**config.mk**
```make
export PLATFORM = sky130hd
export DESIGN_NAME = checksum_frame_flat
export DESIGN_NICKNAME = d
export VERILOG_FILES = /design/src/rtl/checksum_frame_if.sv /design/src/rtl/checksum_frame.sv /design/src/flat_wrapper.sv
export SDC_FILE = /design/constraint.sdc
export NUM_CORES = 1
export LEC_CHECK = 0
export ABC_AREA = 0
export CAP_MARGIN = 10
export CORE_MARGIN = 2
export CORE_UTILIZATION = 50
export CTS_CLUSTER_DIAMETER = 150
export DETAILED_ROUTE_END_ITERATION = 16
export PLACE_DENSITY = 0.82
export SLEW_MARGIN = 10
export SYNTH_ARGS = -nofsm -noshare
export SYNTH_HDL_FRONTEND = slang
export SYNTH_SLANG_ARGS = --single-unit
```
**constraint.sdc**
```tcl
create_clock -name clk -period 11.9 [get_ports clk]
set_input_delay 1.785 -clock clk [delete_from_list [all_inputs] [get_ports clk]]
set_output_delay 1.785 -clock clk [all_outputs]
set_load 0.005 [all_outputs]
```
**src/rtl/checksum_frame_if.sv**
```systemverilog
// Sample-stream and result bus of the frame checksum engine.
// The host side drives start/mode/dv/data; the engine drives the results and status.
interface checksum_frame_if #(
  parameter int DATA_W = 8,
  parameter int SUM_W  = 24,
  parameter int CNT_W  = 16
) ();
  logic              start;
  logic [1:0]        mode;
  logic              dv;
  logic [DATA_W-1:0] data;
  logic              busy;
  logic              done;
  logic              done_pulse;
  logic [CNT_W-1:0]  count;
  logic [7:0]        status;
  logic [SUM_W-1:0]  sum;
  logic [SUM_W-1:0]  sum_b;

  modport master (
    output start, mode, dv, data,
    input  busy, done, done_pulse, count, status, sum, sum_b
  );

  modport slave (
    input  start, mode, dv, data,
    output busy, done, done_pulse, count, status, sum, sum_b
  );
endinterface

```
**src/rtl/checksum_frame.sv**
```systemverilog
// Frame checksum engine: accumulates FRAME_LEN samples with wrap-sum, XOR,
// Fletcher dual sum or one's-complement sum, and holds the result until re-armed.
module checksum_frame #(
  parameter int DATA_W    = 8,
  parameter int SUM_W     = 24,
  parameter int CNT_W     = 16,
  parameter int FRAME_LEN = 256
) (
  input  logic             clk,
  input  logic             rstx,
  checksum_frame_if.slave  bus
);

  typedef enum logic [1:0] {
    IDLE = 2'd0,
    RUN  = 2'd1,
    DONE = 2'd2
  } state_t;

  state_t             state_reg, state_next;
  logic [1:0]         mode_reg, mode_next;
  logic [SUM_W-1:0]   sum_reg, sum_next;
  logic [SUM_W-1:0]   sum_b_reg, sum_b_next;
  logic [CNT_W-1:0]   count_reg, count_next;
  logic               pending_reg, pending_next;
  logic               ovf_reg, ovf_next;
  logic               late_reg, late_next;
  logic               pulse_reg, pulse_next;

  logic [DATA_W-1:0]  sample;
  logic [SUM_W-1:0]   data_ext;
  logic [SUM_W:0]     add_a;
  logic [SUM_W:0]     add_b;
  logic               last;

  assign sample   = bus.data;
  assign data_ext = SUM_W'(sample);
  // One extra bit on each adder exposes the carry-out for overflow / end-around carry.
  assign add_a    = {1'b0, sum_reg} + {1'b0, data_ext};
  assign add_b    = {1'b0, sum_b_reg} + {1'b0, add_a[SUM_W-1:0]};
  // Compare against FRAME_LEN-1 so FRAME_LEN = 2^CNT_W works with a CNT_W counter.
  assign last     = (count_reg == CNT_W'(FRAME_LEN - 1));

  always_ff @(posedge clk or negedge rstx) begin
    if (!rstx) begin
      state_reg <= IDLE;
    end else begin
      state_reg <= state_next;
    end
  end

  always_comb begin
    state_next   = state_reg;
    mode_next    = mode_reg;
    sum_next     = sum_reg;
    sum_b_next   = sum_b_reg;
    count_next   = count_reg;
    pending_next = pending_reg;
    ovf_next     = ovf_reg;
    late_next    = late_reg;
    pulse_next   = 1'b0;

    // start wins over dv in every state: the coinciding sample is dropped.
    if (bus.start) begin
      state_next = RUN;
      mode_next  = bus.mode;
      sum_next   = '0;
      sum_b_next = '0;
      count_next = '0;
      ovf_next   = 1'b0;
      late_next  = 1'b0;
    end else begin
      case (state_reg)
        RUN: begin
          if (bus.dv) begin
            case (mode_reg)
              2'd0: begin
                sum_next = add_a[SUM_W-1:0];
                ovf_next = ovf_reg | add_a[SUM_W];
              end
              2'd1: begin
                sum_next = sum_reg ^ data_ext;
              end
              2'd2: begin
                sum_next   = add_a[SUM_W-1:0];
                sum_b_next = add_b[SUM_W-1:0];
                ovf_next   = ovf_reg | add_a[SUM_W] | add_b[SUM_W];
              end
              default: begin
                sum_next = add_a[SUM_W-1:0] + SUM_W'(add_a[SUM_W]);
              end
            endcase
            count_next = count_reg + CNT_W'(1);
            if (last) begin
              state_next   = DONE;
              pulse_next   = 1'b1;
              pending_next = 1'b0;
            end
          end
        end
        DONE: begin
          if (bus.dv) begin
            late_next = 1'b1;
          end
        end
        default: begin
        end
      endcase
    end
  end

  always_ff @(posedge clk or negedge rstx) begin
    if (!rstx) begin
      mode_reg    <= 2'd0;
      sum_reg     <= '0;
      sum_b_reg   <= '0;
      count_reg   <= '0;
      pending_reg <= 1'b1;
      ovf_reg     <= 1'b0;
      late_reg    <= 1'b0;
      pulse_reg   <= 1'b0;
    end else begin
      mode_reg    <= mode_next;
      sum_reg     <= sum_next;
      sum_b_reg   <= sum_b_next;
      count_reg   <= count_next;
      pending_reg <= pending_next;
      ovf_reg     <= ovf_next;
      late_reg    <= late_next;
      pulse_reg   <= pulse_next;
    end
  end

  assign bus.busy       = (state_reg == RUN);
  assign bus.done       = (state_reg == DONE);
  assign bus.done_pulse = pulse_reg;
  assign bus.count      = count_reg;
  assign bus.sum        = sum_reg;
  assign bus.sum_b      = sum_b_reg;
  assign bus.status     = {3'b000, late_reg, ovf_reg, (state_reg == DONE),
                           (state_reg == RUN), pending_reg};

endmodule
```
**src/flat_wrapper.sv**
```systemverilog
// flat-port wrapper written by rule: the top's interface ports become plain ports
module checksum_frame_flat 
#(
  parameter int DATA_W    = 8,
  parameter int SUM_W     = 24,
  parameter int CNT_W     = 16,
  parameter int FRAME_LEN = 256
)
  (clk, rstx, bus_start, bus_mode, bus_dv, bus_data, bus_busy, bus_done, bus_done_pulse, bus_count, bus_status, bus_sum, bus_sum_b);
  checksum_frame_if #(.DATA_W(DATA_W), .SUM_W(SUM_W), .CNT_W(CNT_W)) bus_i ();
  input  logic clk;
  input  logic rstx;
  input wire logic [$bits(bus_i.start)-1:0] bus_start;
  input wire logic [$bits(bus_i.mode)-1:0] bus_mode;
  input wire logic [$bits(bus_i.dv)-1:0] bus_dv;
  input wire logic [$bits(bus_i.data)-1:0] bus_data;
  output wire logic [$bits(bus_i.busy)-1:0] bus_busy;
  output wire logic [$bits(bus_i.done)-1:0] bus_done;
  output wire logic [$bits(bus_i.done_pulse)-1:0] bus_done_pulse;
  output wire logic [$bits(bus_i.count)-1:0] bus_count;
  output wire logic [$bits(bus_i.status)-1:0] bus_status;
  output wire logic [$bits(bus_i.sum)-1:0] bus_sum;
  output wire logic [$bits(bus_i.sum_b)-1:0] bus_sum_b;
  assign bus_i.start = bus_start;
  assign bus_i.mode = bus_mode;
  assign bus_i.dv = bus_dv;
  assign bus_i.data = bus_data;
  assign bus_busy = bus_i.busy;
  assign bus_done = bus_i.done;
  assign bus_done_pulse = bus_i.done_pulse;
  assign bus_count = bus_i.count;
  assign bus_status = bus_i.status;
  assign bus_sum = bus_i.sum;
  assign bus_sum_b = bus_i.sum_b;
  checksum_frame #(.DATA_W(DATA_W), .SUM_W(SUM_W), .CNT_W(CNT_W), .FRAME_LEN(FRAME_LEN)) u_core (.clk(clk), .rstx(rstx), .bus(bus_i));
endmodule
```
---- Yosys cells after proc, flatten, opt, wreduce, memory -nomap -nowiden ----
Cells that the tools add are included.
W data, S select, Z words.
operators by class
  add/subtract/negate cells ............... 4
  equality and inequality tests ........... 5
  muxes and demuxes ....................... 26
  bitwise logic cells ..................... 4
  reduce and logical (&&, ||, !) cells .... 14
operator list
  cell                     count
  $mux W24                 7
  $mux W16                 3
  $pmux W24 S2             1
  $add A24 B24 Y25         1
  $add A24 B8 Y25          1
  $add A24 B1 Y24          1
  $xor A24 B8 Y24          1
  $add A16 B1 Y16 const B  1
  $eq A16 B8 Y1 const B    1
  $mux W1                  10
  $reduce_bool A2 Y1       5
  $reduce_and A3 Y1        3
  $mux W2                  4
  $eq A2 B1 Y1 const B     2
  $eq A2 B2 Y1 const B     2
  $reduce_and A2 Y1        2
  $reduce_and A4 Y1        1
  $reduce_bool A3 Y1       1
  $logic_not A2 Y1         1
  $or A1 B1 Y1             2
  $pmux W1 S2              1
  $reduce_or A2 Y1         1
  $not A1 Y1               1
storage, ports and cells
  register bits after elaboration ......... 72
  input port bits ......................... 14

---- Logic depth before layout (Yosys ltp) ----
  depth after elaboration ................. 7
  mapped depth ............................ 19
  mapped depth without buffers ............ 19

---- Worst setup path after synthesis ----
OpenSTA, ideal clock, no wires.
  kind .................................... input-to-reg
  start ................................... input port bus_data[0]
  end ..................................... register u_core.sum_reg[17], in the netlist u_core.bus.sum[17]
  setup time .............................. 0.066 ns
  arrival ................................. 5.389 ns
  setup slack ............................. 6.445 ns
  stages .................................. 17
  path through ............................ ha_1 inv_1 fa_1 nor2b_1 o2111ai_1 nand3_1 nand2_1 nor3_1 and3_1 ha_1 and3_1 nor4bb_1 nand2_1 nor4_4 a41oi_1 or4_1 nand2_1
on the way
  word-level cells in the longest chain between the ends .. 6
ends and longest elaborated chain
  element               RTL line               source
  from (decl)           flat_wrapper.sv:16     input wire logic [$bits(bus_i.data)-1:0] bus_data;
  $add A24 B8 Y25 *     checksum_frame.sv:39   assign add_a = {1'b0, sum_reg} + {1'b0, data_ext};
  $add A24 B1 Y24       checksum_frame.sv:90   sum_next = add_a[SUM_W-1:0] + SUM_W'(add_a[SUM_W]);
  $pmux W24 S2 *        checksum_frame.sv:76   case (mode_reg)
  $mux W24 *            checksum_frame.sv:75   if (bus.dv) begin
  $mux W24 *            checksum_frame.sv:73   case (state_reg)
  $mux W24 *            checksum_frame.sv:64   if (bus.start) begin
  to (signal assigned)  checksum_frame.sv:124  sum_reg <= sum_next;
  to (decl)             checksum_frame.sv:22   logic [SUM_W-1:0] sum_reg, sum_next;
Every way passes the cells marked *; elsewhere a longest branch is shown, timed or not. The select of a mux whose other input is x is not followed.
A chain may end at the register's enable or synchronous reset.

---- Final worst setup path ----
  start ................................... input port bus_data[0]
  end ..................................... register u_core.sum_reg[19], in the netlist u_core.bus.sum[19]
Same word-level chain as after synthesis.

==> flow_summary_export.csv <==
group,metric,value,unit
sta,fin_crit,6.37,ns
critical_path,ff2ff_path_depth,17,
critical_path,cp.arrival,6.65,ns
synth,async_flop_share,1.00,
detailed_routing,drt_iter0_markers,476,
sta,period_share,0.535,
power_and_ir_drop,power_switching,211,uW
detailed_routing,ant_nets,0,
critical_path,cp_max_fo,6,
detailed_routing,num_vias,5413,
floorplanning,die-area,12000,um2
clock_tree,clk_latency,0.35,ns
global_route,grt_antenna_before_repair,0,
sta,clock.fmax,157,MHz
critical_path,crit_slowest_cell,"nor4bb_1",
global_route,first_global_vias,5192,
synth,yosysWarnings,0,
clock_tree,cts_setup_buffers,0,
power_and_ir_drop,power_density,98.2,nW/um2
floorplanning,row_count,38,
worst_hold_path,holdPathStages,1,
sta,fin_setup_tns,0,ns
detailed_routing,first_pass_iters,5,
detailed_routing,drt-total-wl,15.5,mm
critical_path,slowest_delay,0.51,ns
floorplanning,coreArea,10800,um2
synth,syn_area,5550,um2
global_route,grt_max_degree,73,
clock_tree,cts_tree,"done",
flow_run,cap_violations,0,
synth,yosysSeqAreaShare,0.325,
synth,ys_ff_latch,72,
critical_path,timing_worst_setup_path_type,"in -> reg",
synth,synth_flop_cell,"dfrtp_1",
clock_tree,cts-root-buf,"clkbuf_8",
floorplanning,io-pin-count,89,
floorplanning,die_x,109,um
critical_path,worstSetupStartpointType,"input port",
synth,synth_area_per_cell,8.17,um2
floorplanning,die_y,109,um
power_and_ir_drop,sw_frac_of_total,0.323,
sta,rsz0062_at_grt,"false",
sta,skew,0.0112,ns
clock_tree,cts_buffers,9,
clock_tree,clockBufferDepth,2,
clock_tree,cts_sinks,72,
clock_tree,cts.clk_slew.worst_paths,0.08,ns
clock_tree,htreeDepth,3,
outcome,status,"complete, no violations",
cells_and_area,drive_above_1_share,0.0477,
synth,synth-edff-count,0,
placement,gp_congestion,0.893,
cells_and_area,diodes,0,
power_and_ir_drop,internal_power,443,uW
detailed_routing,via_per_inst,6.05,
clock_tree,ctsResizeCount,0,
sta,setup_viol,0,
power_and_ir_drop,pwr-share-comb,0.261,
placement,port_buffers,85,
sta,whs,0.488,ns
cells_and_area,synthToLayoutAreaGrowth,19.9,%
sta,hold_viol,0,
global_route,grt_pass1_wl,25.4,mm
clock_tree,cts_hold_buf,0,
power_and_ir_drop,ir_drop,0.0000616,V
power_and_ir_drop,power_frac_seq,0.402,
power_and_ir_drop,p_clk_frac,0.337,
sta,slew_viol_final,0,
power_and_ir_drop,power.leakage,2.92,nW
detailed_routing,drc,0,
floorplanning,initial_utilization,0.512,
global_route,grt_overflow,0,
critical_path,cp_cell_sequence,"clkdlybuf4s50_1 -> ha_1 -> inv_1 -> fa_1 -> nor2b_1 -> o2111ai_1 -> nand3_1 -> nand2_1 -> nor3_1 -> and3_1 -> ha_1 -> and3_1 -> nor4bb_1 -> nand2_1 -> nor4_1 -> a31oi_1 -> or3_1 -> a21oi_1",
synth,syn-instance-count,680,
synth,ys_types,66,
critical_path,required,12.18,ns
cells_and_area,nets,801,
sta,tightestPinTransition,1.11,ns
detailed_routing,routedWlPerCell,17.3,um
global_route,grt_use_total,0.267,
sta,max_slew_margin,0.251,
worst_hold_path,min_path_type,"reg -> reg",
critical_path,worstSetupEndpointType,"flop",
placement,dp_hpwl,11.4,mm
final timing paths:
path                       slack, ns                     to                from
min in group asynchronous       1.66    u_core.bus.sum_b[5]                rstx
setup / recovery                5.53     u_core.bus.sum[19]         bus_data[0]
hold reg to reg                 0.49     u_core.pending_reg  u_core.pending_reg
max in group asynchronous       9.65  u_core.bus.done_pulse                rstx
hold / removal                  0.49     u_core.pending_reg  u_core.pending_reg
setup reg to reg                7.02     u_core.bus.sum[19]   u_core.bus.sum[0]
metal layers:
metal	part of all wire	track usage	vias to the layer above
li1	-	-	2583
met1	0.44	0.364	2620
met4	0.028	0.0958	0
met3	0.054	0.0456	29
met2	0.48	0.427	181
met5	0	0	-
through the flow:
step	util	worst slack, ns	cell area [um2]	cells	power [mW]
2_1_floorplan	-	6.44	5560	682	0.381
3_3_place_gp	0.594	5.48	6440	879	0.428
3_5_place_dp	0.594	5.33	6440	879	0.435
4_1_cts	0.614	5.68	6660	895	0.655
5_1_grt	0.614	5.04	6660	895	0.691
6_report	0.614	5.53	6660	895	0.654
synthesized netlist by cell type (9+ instances only):
cell type	count	area [um2]
nand2_1	76	285
dfrtp_1	71	1780
nor2_1	59	221
a21oi_1	51	255
o21ai_0	48	240
ha_1	35	438
inv_1	31	116
xnor2_1	29	254
nand3_1	27	135
xor2_1	25	219
nor3_1	24	120
clkbuf_1	18	67.6
and3_1	16	100
a21o_1	14	105
a211oi_1	11	82.6
a31oi_1	11	68.8
nand4_1	11	68.8
or3_1	11	68.8
buf_4	9	67.6
kinds of logic (layout without fill, tap and decap cells):
logic type | count (synthesis) | count (layout) | synth area share
AND/OR/NAND/NOR | 266 | 266 | 0.237
XOR/XNOR | 54 | 54 | 0.0852
AO/OA/AOI/OAI | 186 | 186 | 0.213
adder cells (fa/ha/maj) | 37 | 37 | 0.0861
buffers and inverters | 62 | 135 | 0.0498
other | 1 | 3 | 0.000675
multiplexers | 2 | 2 | 0.00360
flip-flops | 72 | 72 | 0.325
power groups by stage:
| stage | logic [mW] | registers, mW | clock network (mW) |
|---|---|---|---|
| after CTS | 0.169 | 0.262 | 0.223 |
| after global routing | 0.189 | 0.264 | 0.238 |
| after detailed placement | 0.168 | 0.267 | 0 |
| final | 0.170 | 0.263 | 0.221 |
| after floorplan | 0.117 | 0.264 | 0 |
| after global placement | 0.161 | 0.267 | 0 |
layout make-up:
type                            instances  area, um2
Clock buffer                           10        138
Clock inverter                          6       82.6
Fill cell                             975       4180
Inverter                               31        116
Multi-Input combinational cell        548       3480
Sequential cell                        72       1800
Tap cell                              140        175
Timing Repair Buffer                   88        863
placed cells by master, fill, tap and decap left out, types with 4 or more instances in the layout:
cell type / instances
nor2b_1: 8
xnor2_1: 29
a31oi_1: 11
a211oi_1: 11
nand4_1: 11
nand2_1: 76
nor3_1: 24
o211ai_1: 8
and3_1: 16
ha_1: 35
o221ai_1: 4
a21oi_1: 51
xor2_1: 25
a21o_1: 14
nor2_1: 59
clkbuf_8: 10
nand3_1: 27
and2_1: 4
o21bai_1: 4
nor4_1: 6
o21ai_0: 48
inv_1: 31
or3_1: 11
clkdlybuf4s50_1: 83
dfrtp_1: 71
nand2b_1: 8
critical path: cells and delay by family:
kind,cells,cell delay (ns)
compound gates,3,0.44
fa+ha+maj,3,0.83
buf+inv,2,0.53
simple gates,10,3.04
(Power assumes the default switching activity.)
